<file path="src/rtl/cmp_pkg.sv">
// cmp_pkg: shared types and helpers for the serial magnitude comparator
package cmp_pkg;
    typedef enum logic {IDLE, COMPARE} state_t;
    typedef enum logic [1:0] {RES_EQ, RES_LT, RES_GT} result_t;
    function automatic logic [2:0] to_leg(result_t r);
        return r == RES_LT ? 3'b100 : r == RES_GT ? 3'b001 : 3'b010;
    endfunction
endpackage

</file>
<file path="src/rtl/comparator_1bit_dataflow_design.sv">
// comparator_1bit_dataflow_design: combinational 1-bit L/E/G classifier
module comparator_1bit_dataflow_design (
    input  logic a,
    input  logic b,
    output logic L,
    output logic E,
    output logic G
);
    assign L = ~a & b;
    assign E = ~(a ^ b);
    assign G = a & ~b;
endmodule

</file>
<file path="src/rtl/serial_magnitude_comparator.sv">
// serial_magnitude_comparator: bit-serial A/B magnitude compare with registered L/E/G verdict and done pulse
module serial_magnitude_comparator
    import cmp_pkg::*;
#(
    parameter int WIDTH     = 8,
    parameter bit MSB_FIRST = 1
) (
    input  logic clk,
    input  logic rst_n,
    input  logic start,
    input  logic abort,
    input  logic bit_valid,
    input  logic a_bit,
    input  logic b_bit,
    output logic busy,
    output logic decided,
    output logic done,
    output logic L,
    output logic E,
    output logic G
);
    localparam int CW = $clog2(WIDTH);
    localparam logic [CW-1:0] LAST = CW'(WIDTH - 1);
    state_t state, state_n;
    result_t res, res_n, bit_res, res_upd;
    logic [CW-1:0] cnt, cnt_n;
    logic [2:0] leg, leg_n;
    logic dec_q, dec_n, done_q, done_n;
    logic bit_l, bit_e, bit_g;
    comparator_1bit_dataflow_design u_bit (
        .a(a_bit),
        .b(b_bit),
        .L(bit_l),
        .E(bit_e),
        .G(bit_g)
    );
    assign bit_res = bit_l ? RES_LT : bit_g ? RES_GT : RES_EQ;
    // MSB-first: first differing bit wins; LSB-first: latest differing bit wins
    assign res_upd = MSB_FIRST ? (res == RES_EQ ? bit_res : res) : (bit_e ? res : bit_res);
    always_ff @(posedge clk or negedge rst_n) begin
        if (!rst_n) begin
            state  <= IDLE;
            cnt    <= '0;
            res    <= RES_EQ;
            dec_q  <= 1'b0;
            done_q <= 1'b0;
            leg    <= 3'b000;
        end else begin
            state  <= state_n;
            cnt    <= cnt_n;
            res    <= res_n;
            dec_q  <= dec_n;
            done_q <= done_n;
            leg    <= leg_n;
        end
    end
    always_comb begin
        state_n = state;
        cnt_n   = cnt;
        res_n   = res;
        dec_n   = dec_q;
        done_n  = 1'b0;
        leg_n   = leg;
        if (state == IDLE) begin
            if (start) begin
                state_n = COMPARE;
                cnt_n   = '0;
                res_n   = RES_EQ;
                dec_n   = 1'b0;
                leg_n   = 3'b000;
            end
        end else if (abort) begin
            state_n = IDLE;
            cnt_n   = '0;
            res_n   = RES_EQ;
            dec_n   = 1'b0;
            leg_n   = 3'b000;
        end else if (bit_valid) begin
            res_n = res_upd;
            dec_n = MSB_FIRST && (dec_q || !bit_e);
            cnt_n = cnt + 1'b1;
            if (cnt == LAST) begin
                state_n = IDLE;
                cnt_n   = '0;
                done_n  = 1'b1;
                leg_n   = to_leg(res_upd);
            end
        end
    end
    assign busy    = state == COMPARE;
    assign decided = dec_q;
    assign done    = done_q;
    assign {L, E, G} = leg;
endmodule

</file>
<file path="config.mk">
export PLATFORM = sky130hd
export DESIGN_NAME = serial_magnitude_comparator
export DESIGN_NICKNAME = d
export VERILOG_FILES = /design/src/rtl/cmp_pkg.sv /design/src/rtl/comparator_1bit_dataflow_design.sv /design/src/rtl/serial_magnitude_comparator.sv
export SDC_FILE = /design/constraint.sdc
export NUM_CORES = 1
export LEC_CHECK = 0
export CORE_AREA = 5 5 42 44
export CTS_CLUSTER_DIAMETER = 100
export DETAILED_ROUTE_END_ITERATION = 12
export DIE_AREA = 0 0 47 49
export GPL_ROUTABILITY_DRIVEN = 0
export PLACE_DENSITY = 0.72
export SYNTH_ARGS = -nofsm -noshare
export SYNTH_HDL_FRONTEND = slang
export SYNTH_SLANG_ARGS = --single-unit
</file>
<file path="constraint.sdc">
create_clock -name clk -period 2.2 [get_ports clk]
set_input_delay 0.33 -clock clk [delete_from_list [all_inputs] [get_ports clk]]
set_output_delay 0.33 -clock clk [all_outputs]
set_load 0.02 [all_outputs]
</file>
* Word-level counts from Yosys, hierarchy flattened *
Index checks and enable logic that the tools add are counted.

storage, ports and cells
  bits in registers = 11
  latch bits = 0
  RAM bits = 0
  memory bits (read-only) = 0
  output and inout bits = 6
  word-level logic and storage cells = 53
  memories kept = 0

cells by class
  add/sub/neg operators = 1
  multiply operators = 0
  divide/modulo/power cells = 0
  magnitude comparators = 0
  eq/ne operators = 5
  shift-type cells = 0
  multiplexer cells = 31
  bitwise operators = 5
  reduce and logical (&&, ||, !) cells = 5

operator list
  cell                   count
  $mux W3                10
  $mux W2                8
  $mux W1                13
  $add A3 B1 Y3 const B  1
  $eq A3 B3 Y1 const B   1
  $ne A3 B2 Y1 const B   1
  $ne A3 B3 Y1 const B   1
  $reduce_and A3 Y1      1
  $and A1 B1 Y1          2
  $eq A2 B1 Y1 const B   1
  $eq A2 B2 Y1 const B   1
  $logic_not A2 Y1       1
  $not A1 Y1             2
  $reduce_and A2 Y1      1
  $reduce_bool A2 Y1     1
  $logic_or A1 B1 Y1     1
  $xor A1 B1 Y1          1

* Depth between registers and ports, before layout *
Gate-level depths: netlist of run 1.

  depth after elaboration = 12
  mapped depth = 5
  mapped depth without buffers = 5

* Hierarchy *
From an unflattened synthesis of run 1, not the netlist that was laid out.

unflattened totals
  cells, all modules = 52
  area, all modules = 573.0 um^2

by module, submodules not included
  module                           times used  cells each  area each (um^2)  sequential area each (um^2)
  serial_magnitude_comparator      1           48          540.5             275.3
  comparator_1bit_dataflow_design  1           4           32.5              0.0

* Worst setup path after synthesis of run 1 *
Ideal clock, no wire load.

  path type = register to register
  start = register cnt[0]
  end = register leg[0]
  setup time = 0.125 ns
  data arrival time = 1.249 ns
  slack = 0.826 ns
  cell stages (with the launch flop) = 6
  buffers on the path = 0
  period minus slack after synthesis = 1.374 ns
  cell sequence = dfrtp_1 -> ha_1 -> ha_1 -> nand2_1 -> a21oi_4 -> mux2_4

on the way
  cells in the longest elaborated chain, start to end = 3

ends and longest elaborated chain
  element                      RTL line                           RTL
  start, declared              serial_magnitude_comparator.sv:26  logic [CW-1:0] cnt, cnt_n;
  start signal, assigned       serial_magnitude_comparator.sv:50  cnt <= cnt_n;
  $eq A3 B3 Y1                 serial_magnitude_comparator.sv:82  if (cnt == LAST) begin
  $ne A3 B2 Y1 (no line)       n/a
  $reduce_and A3 Y1 (no line)  n/a
  end signal, assigned         serial_magnitude_comparator.sv:54  leg <= leg_n;
  end, declared                serial_magnitude_comparator.sv:27  logic [2:0] leg, leg_n;

No other way between the ends.
A chain may end at the register's enable or synchronous reset.

* Worst setup path in the final report of run 1 *
  start = register state (netlist: busy)
  end = output port busy

RTL lines
  element                 RTL line                           RTL
  start, declared         serial_magnitude_comparator.sv:24  state_t state, state_n;
  start signal, assigned  serial_magnitude_comparator.sv:49  state <= state_n;
  end, declared           serial_magnitude_comparator.sv:15  output logic busy,

No word-level cell between the ends.

==> out/results.ini, run 1 <==
[worst_setup_path]
endpoint_kind = output pin
crit_family = buffers and inverters
cp-startpoint = busy$_DFF_PN0_
slowest_delay_ns = 0.64
cp.arrival_ns = 1.34
path_max_fanout = 7
critPathSlowestCell = clkdlybuf4s50_1
startpoint_type = register
required_ns = 1.87
worstPathCellList = clkdlybuf4s50_1
cp_num_buf_inv = 1
crit_type = register to output pin
r2r-start = cnt[0]$_DFFE_PN0P_

[power_and_ir_drop]
p_per_area_nw_per_um2 = 590
power_mw = 0.450
ir_drop_mv = 0.389
p_leak_nw = 0.355

[grt]
grt_max_degree = 12
grt_pass1_wl_um = 1840
grt_overflow = 0
track_usage_pct = 10.9
grt_antenna_before_repair = 0
grt_pass1_vias = 470

[clock_network]
cts-resized-gates = 0
post_cts_buffers = 0
cts.sinks = 11
cts_hold_buf = 0
htree_levels = 1
tritoncts = yes
clock-root-buffer = clkbuf_4
cts-buffers-inserted = 3
clk_pin_slew_ns = 0.07
clk_latency_ns = 0.27
cts_buffer_depth = 2

[final_layout]
final_cells = 87
layout_common_cells = clkdlybuf4s50_1, dfrtp_1, inv_1, ha_1
multi_input_area_sq_um = 288
layout_commonest_cell = clkdlybuf4s50_1
fillers = 142
final_cell_area_sq_um = 763
area_growth_pct = 27.9
area.sequential_sq_um = 275
antenna_cells = 0
finalNetCount = 84
drive_gt1_share_pct = 12.7

[logic_synthesis]
syn_avg_cell_area_sq_um = 10.9
synth.top_cell.area_share_pct = 46.1
syn_inst = 55
synth_area_leader_cell = dfrtp_1
yosysUniqueCellTypes = 21
yosys_warnings = 0
yosys_register_bits = 11
ys_top_cells_by_area = dfrtp_1, ha_1, a22o_1, inv_1, a21oi_1
synthesis.area_sq_um = 597
syn_nets = 67
synth-seq-area-share_pct = 46.1

[detailed_routing]
drc = 0
drtIter0Drc = 7
vias = 444
wl_um = 1080
dr.pass1.iters = 3
routedWlPerCell_um = 12.4
drtAntennaViolNets = 0
avgViaCountPerCell = 5.10

[floorplan]
rows = 14
core_area_sq_um = 1400
die_w_um = 47
initial_core_util_pct = 42.6
design.die.area_sq_um = 2300
fp.dieH_um = 49
io_pins = 13

[placement]
place_area_sq_um = 737
port-buffer-count = 12
dp_hpwl_um = 854
dp.cells = 83

[sta]
grt_setup_unrepaired = no
post-route-period-util_pct = 75.7
final-hold-violation-count = 0
slew_headroom_pct = 66.9
final.setup.tns_ns = 0
drv_slew = 0
fin_crit_ns = 1.67
fmax_mhz = 600
finClkSkew_ns = 0.00708
whs_ns = 0.387
worst_pin_slew_ns = 0.495
setup-violations-final = 0

[worst_hold_path]
worstHoldPathType = primary input to asynchronous set/reset pin

[status]
run_status = completed

[run]
max_cap_viol_count = 0

cells by family (layout without fill, tap and decap cells):
group,Yosys count,after routing,share of synthesized area (%)
XOR/XNOR,1,1,1.47
flip-flops,11,11,46.1
buffers and inverters,9,25,5.66
AO/OA/AOI/OAI,16,16,21.4
adder cells (fa/ha/maj),5,5,10.5
AND/OR/NAND/NOR,12,12,12.4
multiplexers,1,1,2.51
metrics by stage:
step | util, % | setup WS (ns)
2_1_floorplan | - | 0.826
4_1_cts | 54.5 | 0.532
3_3_place_gp | 52.6 | 0.517
3_5_place_dp | 52.6 | 0.481
5_1_grt | 54.5 | 0.480
6_report | 54.5 | 0.534
flip-flops by register name (all words and copies together) (netlist names):
name     flops
done         1
leg          3
decided      1
cnt          3
busy         1
res          2
routing by layer:
layer	GRT usage [%]	part of all wire, %	wire length, um
met1	13.4	44	475
met2	17.2	47	510
met3	2.21	5.6	60
met4	5.53	3.0	32
met5	0	0	0
path summary, 6_finish.rpt:
check                                 endpoint  slack (ns)  cells past startpoint
min                         leg[2]$_DFFE_PN0P_        0.39                      1
min in group clk           decided$_DFFE_PN0P_        0.51                      1
max reg2reg                 leg[0]$_DFFE_PN0P_        0.74                      5
min reg2reg                decided$_DFFE_PN0P_        0.51                      1
max in group asynchronous   leg[0]$_DFFE_PN0P_        1.47                      1
max                                       busy        0.53                      1
power by group:
part           switching [mW]  total [mW]  internal (mW)
Clock                  0.0677       0.138         0.0702
Sequential             0.0102       0.222          0.212
Combinational          0.0450      0.0902         0.0452
Yosys cell counts (all sizes together):
master / count
nand3b: 1
nand2: 2
o32ai: 1
o21ai: 2
nor2: 3
a22o: 4
o22ai: 2
a21oi: 5
and2b: 1
nand2b: 2
xnor2: 1
nand3: 1
inv: 9
a32o: 1
a211oi: 1
ha: 5
dfrtp: 11
and2: 2
mux2: 1
cell type report:
cell class              instances  area share [%]
repair buffers                 12            15.7
inverters                       9            4.43
flip-flops and latches         11            36.1
multi-input cells              35            37.7
clock buffers                   4            3.44
well taps                      16            2.62
Note: power is estimated with default switching activity, not from simulation.
==> inputs of run 2 (changes only) <==
--- a/config.mk
+++ b/config.mk
@@ -5,12 +5,12 @@
 export SDC_FILE = /design/constraint.sdc
 export NUM_CORES = 1
 export LEC_CHECK = 0
-export CORE_AREA = 5 5 42 44
+export CORE_MARGIN = 5
+export CORE_UTILIZATION = 42
 export CTS_CLUSTER_DIAMETER = 100
 export DETAILED_ROUTE_END_ITERATION = 12
-export DIE_AREA = 0 0 47 49
 export GPL_ROUTABILITY_DRIVEN = 0
-export PLACE_DENSITY = 0.72
+export PLACE_DENSITY = 0.71
 export SYNTH_ARGS = -nofsm -noshare
 export SYNTH_HDL_FRONTEND = slang
 export SYNTH_SLANG_ARGS = --single-unit
==> constraint.sdc (replaced) <==
create_clock -name clk -period 1.5 [get_ports clk]
set_input_delay 0.225 -clock clk [delete_from_list [all_inputs] [get_ports clk]]
set_output_delay 0.225 -clock clk [all_outputs]
set_load 0.02 [all_outputs]
==> out/results.ini, run 2 (same netlist as run 1, synthesis figures left out) <==
[floorplan]
rows = 13  ; was 14
core_area_sq_um = 1320  ; was 1400 sq um
design.die.area_sq_um = 2270  ; was 2300 sq um
die_w_um = 47.7  ; was 47 um
initial_core_util_pct = 45.3  ; was 42.6%
fp.dieH_um = 47.7  ; was 49 um
io_pins = 13  ; unchanged

[run]
max_cap_viol_count = 0  ; unchanged

[power_and_ir_drop]
p_per_area_nw_per_um2 = 836  ; was 590 nW/um^2
p_leak_nw = 0.399  ; was 0.355 nW
p_int_mw = 0.486  ; was 0.327 mW
p_switching_mw = 0.183  ; was 0.123 mW
clock_power_share_pct = 30.3  ; was 30.6%
swShare_pct = 27.3  ; about the same
ir_drop_mv = 0.477  ; was 0.389 mV
p_seq_share_pct = 48.7  ; was 49.3%
power_frac_comb_pct = 21.0  ; was 20.0%

[detailed_routing]
vias = 471  ; was 444
drtAntennaViolNets = 0  ; unchanged
routedWlPerCell_um = 12.6  ; was 12.4 um
drc = 0  ; unchanged
drtIter0Drc = 6  ; was 7
avgViaCountPerCell = 5.18  ; was 5.10
wl_um = 1150  ; was 1080 um
dr.pass1.iters = 2  ; was 3

[clock_network]
cts-buffers-inserted = 3  ; unchanged
tritoncts = yes  ; unchanged
cts_buffer_depth = 2  ; unchanged
post_cts_buffers = 0  ; unchanged
cts.sinks = 11  ; unchanged
clock-root-buffer = clkbuf_4  ; unchanged
cts_hold_buf = 0  ; unchanged
htree_levels = 1  ; unchanged
clk_latency_ns = 0.27  ; about the same
clk_pin_slew_ns = 0.07  ; about the same

[sta]
drv_slew = 0  ; unchanged
slew_headroom_pct = 65.8  ; was 66.9%
whs_ns = 0.291  ; was 0.387 ns
final-hold-violation-count = 0  ; unchanged
worst_pin_slew_ns = 0.511  ; was 0.495 ns
setup-violations-final = 0  ; unchanged
fmax_mhz = 688
finClkSkew_ns = 0.00400  ; was 0.00708 ns
fin_crit_ns = 1.45
grt_setup_unrepaired = no  ; unchanged
post-route-period-util_pct = 96.9

[final_layout]
fillers = 115  ; was 142
final_cells = 91  ; was 87
drive_gt1_share_pct = 18.4  ; was 12.7%
layout_common_cells = dfrtp_1, clkdlybuf4s50_1, inv_1, ha_1, buf_4  ; was clkdlybuf4s50_1, dfrtp_1, inv_1, ha_1
area_growth_pct = 34.2  ; was 27.9%
finalNetCount = 89  ; was 84
reg_top3 = cnt (3), leg (3), res (2)  ; unchanged
antenna_cells = 0  ; unchanged
layout_commonest_cell = dfrtp_1  ; was clkdlybuf4s50_1

[worst_setup_path]
startpoint_type = register  ; unchanged
crit_type = register to output pin  ; unchanged
required_ns = 1.27  ; was 1.87 ns
cp_num_buf_inv = 1  ; unchanged
worstPathCellList = clkdlybuf4s50_1  ; unchanged
cp.arrival_ns = 1.23  ; was 1.34 ns
r2r-end = leg[0]$_DFFE_PN0P_  ; unchanged
crit_family = buffers and inverters  ; unchanged
ff2ff_path_depth = 5  ; unchanged
critPathSlowestCell = clkdlybuf4s50_1  ; unchanged
slowest_delay_ns = 0.60  ; was 0.64 ns
r2r_setup_slack_ns = 0.07  ; was 0.74 ns
path_max_fanout = 2  ; was 7
r2r-start = cnt[0]$_DFFE_PN0P_  ; unchanged
endpoint_kind = output pin  ; unchanged

[grt]
grt_pass1_vias = 485  ; was 470
grt_max_degree = 12  ; unchanged
grt_pass1_wl_um = 2070  ; was 1840 um
grt_overflow = 0  ; unchanged
track_usage_pct = 13.4  ; was 10.9%
grt_antenna_before_repair = 0  ; unchanged

[placement]
dp.cells = 87  ; was 83
port-buffer-count = 12  ; unchanged

[status]
run_status = completed  ; unchanged

[worst_hold_path]
worstHoldPathType = primary input to asynchronous set/reset pin  ; unchanged

## run 2: layout make-up
type                    instances  area, sq um  area share, %
well taps                      15         18.8           2.34
multi-input cells              35          288           35.9
repair buffers                 17          159           19.8
flip-flops and latches         11          275           34.4
inverters                       9         33.8           4.22
clock buffers                   4         26.3           3.28
## run 2: worst max-delay path by stage
| stage | start | endpoint | slack, ns | cells past startpoint |
|---|---|---|---|---|
| 2_1_floorplan | cnt[0]$_DFFE_PN0P_ | leg[0]$_DFFE_PN0P_ | 0.13 | 5 |
| 3_3_place_gp | a_bit | leg[0]$_DFFE_PN0P_ | -0.05 | 6 |
| 3_5_place_dp | a_bit | leg[0]$_DFFE_PN0P_ | -0.07 | 6 |
| 4_1_cts | decided$_DFFE_PN0P_ | decided | 0.02 | 1 |
| 5_1_grt | cnt[0]$_DFFE_PN0P_ | leg[0]$_DFFE_PN0P_ | 0.002 | 5 |
| 6_report | leg[0]$_DFFE_PN0P_ | G | 0.05 | 1 |
## run 2: power groups by stage
stage	sequential [mW]	clock (mW)	combinational, mW
final	0.326	0.203	0.140
after detailed placement	0.331	0	0.145
after CTS	0.326	0.216	0.143
after global routing	0.330	0.229	0.157
after global placement	0.331	0	0.142
after floorplan	0.339	0	0.0698
## run 2: routing by layer
layer  up-vias  wire length (um)  GRT usage [%]
li1        235                 -              -
met1       220               525           15.9
met2        12               527           20.8
met3         4                64           4.51
met4         0                32           8.06
met5         -                 0              0
## run 2: timing repair
action,CTS,global route
endpoints found under the setup margin,1,1
resized for setup,1,1
pin swaps,0,0
## run 2: per-stage QoR
step / util (%) / TNS [ns] / instance area, sq um / setup slack (ns) / total power [mW]
after global routing: 60.8 / 0 / 801 / 0.00190 / 0.715
after CTS: 60.6 / 0 / 798 / 0.0233 / 0.685
after floorplan: - / 0 / 597 / 0.126 / 0.409
final: 60.8 / 0 / 801 / 0.0470 / 0.669
after global placement: 58.7 / -0.0456 / 773 / -0.0456 / 0.473
after detailed placement: 58.7 / -0.0725 / 773 / -0.0725 / 0.476
==> inputs of run 3 (changes only) <==
==> constraint.sdc (replaced) <==
create_clock -name clk -period 1.5 [get_ports clk]
set_input_delay 0.375 -clock clk [delete_from_list [all_inputs] [get_ports clk]]
set_output_delay 0.375 -clock clk [all_outputs]
set_load 0.02 [all_outputs]
==> out/results.ini, run 3 (same netlist as run 1, synthesis figures left out) <==
[sta]
fin_crit_ns = 1.45  ; about the same
slew_headroom_pct = 79.2  ; was 65.8%
post-route-period-util_pct = 96.7  ; was 96.9%
grt_setup_unrepaired = no  ; unchanged
worst_pin_slew_ns = 0.308  ; was 0.511 ns
fmax_mhz = 689  ; was 688 MHz
final.setup.tns_ns = 0  ; unchanged
final-hold-violation-count = 0  ; unchanged
setup-violations-final = 0  ; unchanged
finClkSkew_ns = 0.00671  ; was 0.00400 ns
drv_slew = 0  ; unchanged
setup_ws_ns = 0.0496  ; was 0.0470 ns

[worst_setup_path]
startpoint_type = primary input  ; was register
cp.arrival_ns = 1.65  ; was 1.23 ns
r2r_setup_slack_ns = 0.11  ; was 0.07 ns
path_max_fanout = 2  ; unchanged
required_ns = 1.70  ; was 1.27 ns
endpoint_kind = register  ; was output pin
r2r-end = leg[0]$_DFFE_PN0P_  ; unchanged
crit_type = primary input to register  ; was register to output pin
r2r-start = cnt[0]$_DFFE_PN0P_  ; unchanged
ff2ff_path_depth = 5  ; unchanged

[clock_network]
htree_levels = 1  ; unchanged
clock-root-buffer = clkbuf_4  ; unchanged
clk_pin_slew_ns = 0.07  ; about the same
tritoncts = yes  ; unchanged
cts_hold_buf = 0  ; unchanged
cts-buffers-inserted = 3  ; unchanged
cts.sinks = 11  ; unchanged
clk_latency_ns = 0.26  ; was 0.27 ns
cts_buffer_depth = 2  ; unchanged

[final_layout]
drive_gt1_share_pct = 24.1  ; was 18.4%
fin_util_pct = 62.4  ; was 60.8%
finalNetCount = 92  ; was 89
fillers = 111  ; was 115
reg_top3 = cnt (3), leg (3), res (2)  ; unchanged
layout_commonest_cell = dfrtp_1  ; unchanged
area_growth_pct = 37.7  ; was 34.2%
layout_common_cells = dfrtp_1, inv_1, buf_4, clkdlybuf4s50_1, dlygate4sd2_1  ; was dfrtp_1, clkdlybuf4s50_1, inv_1, ha_1, buf_4
antenna_cells = 0  ; unchanged

[status]
run_status = completed  ; unchanged

[floorplan]
initial_core_util_pct = 45.3  ; unchanged
io_pins = 13  ; unchanged
rows = 13  ; unchanged
die_w_um = 47.7  ; unchanged
core_area_sq_um = 1320  ; unchanged
design.die.area_sq_um = 2270  ; unchanged
fp.dieH_um = 47.7  ; unchanged

[power_and_ir_drop]
p_per_area_nw_per_um2 = 819  ; was 836 nW/um^2
p_leak_nw = 0.421  ; was 0.399 nW
ir_drop_mv = 0.516  ; was 0.477 mV

[worst_hold_path]
worstHoldPathType = primary input to asynchronous set/reset pin  ; unchanged

[detailed_routing]
vias = 465  ; was 471
drtAntennaViolNets = 0  ; unchanged
wl_um = 1150  ; about the same
routedWlPerCell_um = 12.2  ; was 12.6 um
drc = 0  ; unchanged
dr.pass1.iters = 4  ; was 2
avgViaCountPerCell = 4.95  ; was 5.18
drtIter0Drc = 5  ; was 6

[grt]
grt_antenna_before_repair = 0  ; unchanged
grt_pass1_wl_um = 2040  ; was 2070 um
track_usage_pct = 13.0  ; was 13.4%
grt_max_degree = 7  ; was 12
grt_overflow = 0  ; unchanged
grt_pass1_vias = 484  ; was 485

[placement]
port-buffer-count = 12  ; unchanged
dp_hpwl_um = 943
pre_cts_ws_ns = -0.246  ; was -0.0725 ns

[run]
max_cap_viol_count = 0  ; unchanged

==> run 3: cell types whose count changed in the layout (fill, tap and decap cells not counted) <==
cell	before	now
dlymetal6s2s_1	1	0
clkdlybuf4s50_1	10	6
a211oi_1	1	0
buf_4	5	8
nand2_2	0	1
dlygate4sd2_1	1	6
a211oi_2	0	1
nand2_1	2	1
==> run 3: area by class of cell <==
cell class                 count  area [sq um]  share of cell area [%]
clock buffer                   4          26.3                    3.20
inverter                       9          33.8                    4.11
multi-input combinational     35           295                    35.9
sequential                    11           275                    33.5
tap                           15          18.8                    2.28
timing repair buffer          20           173                    21.0
==> run 3: metal layers <==
metal  share of wire [%]  routed length, um  global-route usage [%]
met3                 6.1                 70                    3.76
met2                  46                530                    21.6
met5                   0                  0                       0
met1                  46                533                    15.7
met4                 1.5                 17                    4.84
==> run 3: how the worst max path moves through the flow <==
stage	endpoint	depth (start not counted)	slack (ns)	startpoint
2_1_floorplan	leg[0]$_DFFE_PN0P_	5	0.13	cnt[0]$_DFFE_PN0P_
6_report	leg[0]$_DFFE_PN0P_	6	0.05	a_bit
5_1_grt	leg[0]$_DFFE_PN0P_	5	0.03	cnt[0]$_DFFE_PN0P_
3_3_place_gp	leg[0]$_DFFE_PN0P_	6	-0.20	a_bit
3_5_place_dp	leg[0]$_DFFE_PN0P_	6	-0.25	a_bit
4_1_cts	leg[0]$_DFFE_PN0P_	6	0.03	a_bit
==> run 3: power breakdown <==
part | internal, mW | total, mW | switching, mW
Combinational | 0.0773 | 0.152 | 0.0749
Clock | 0.103 | 0.200 | 0.0975
Sequential | 0.311 | 0.321 | 0.0101
==> run 3: critical path: stages <==
cell and delay, ns:
clkdlybuf4s50_1 0.48, inv_1 0.06, ha_1 0.20, nand2b_1 0.15, a211oi_2 0.22, mux2_4 0.16
==> run 3: metrics by stage <==
step / std cells / power, mW / hold WS (ns) / area (sq um)
finish: 94 / 0.673 / 0.352 / 822
global route: 94 / 0.719 / 0.361 / 822
CTS: 94 / 0.681 / 0.354 / 815
detailed placement: 90 / 0.484 / 0.483 / 796
global placement: 90 / 0.481 / 0.489 / 796
floorplan: 55 / 0.409 / 0.0794 / 597
==> run 3: what timing repair did <==
item                       in CTS  in global routing
setup buffers                   0                  0
gates resized for setup         6                  2
pin swaps                       0                  0
setup endpoints to repair       6                  1
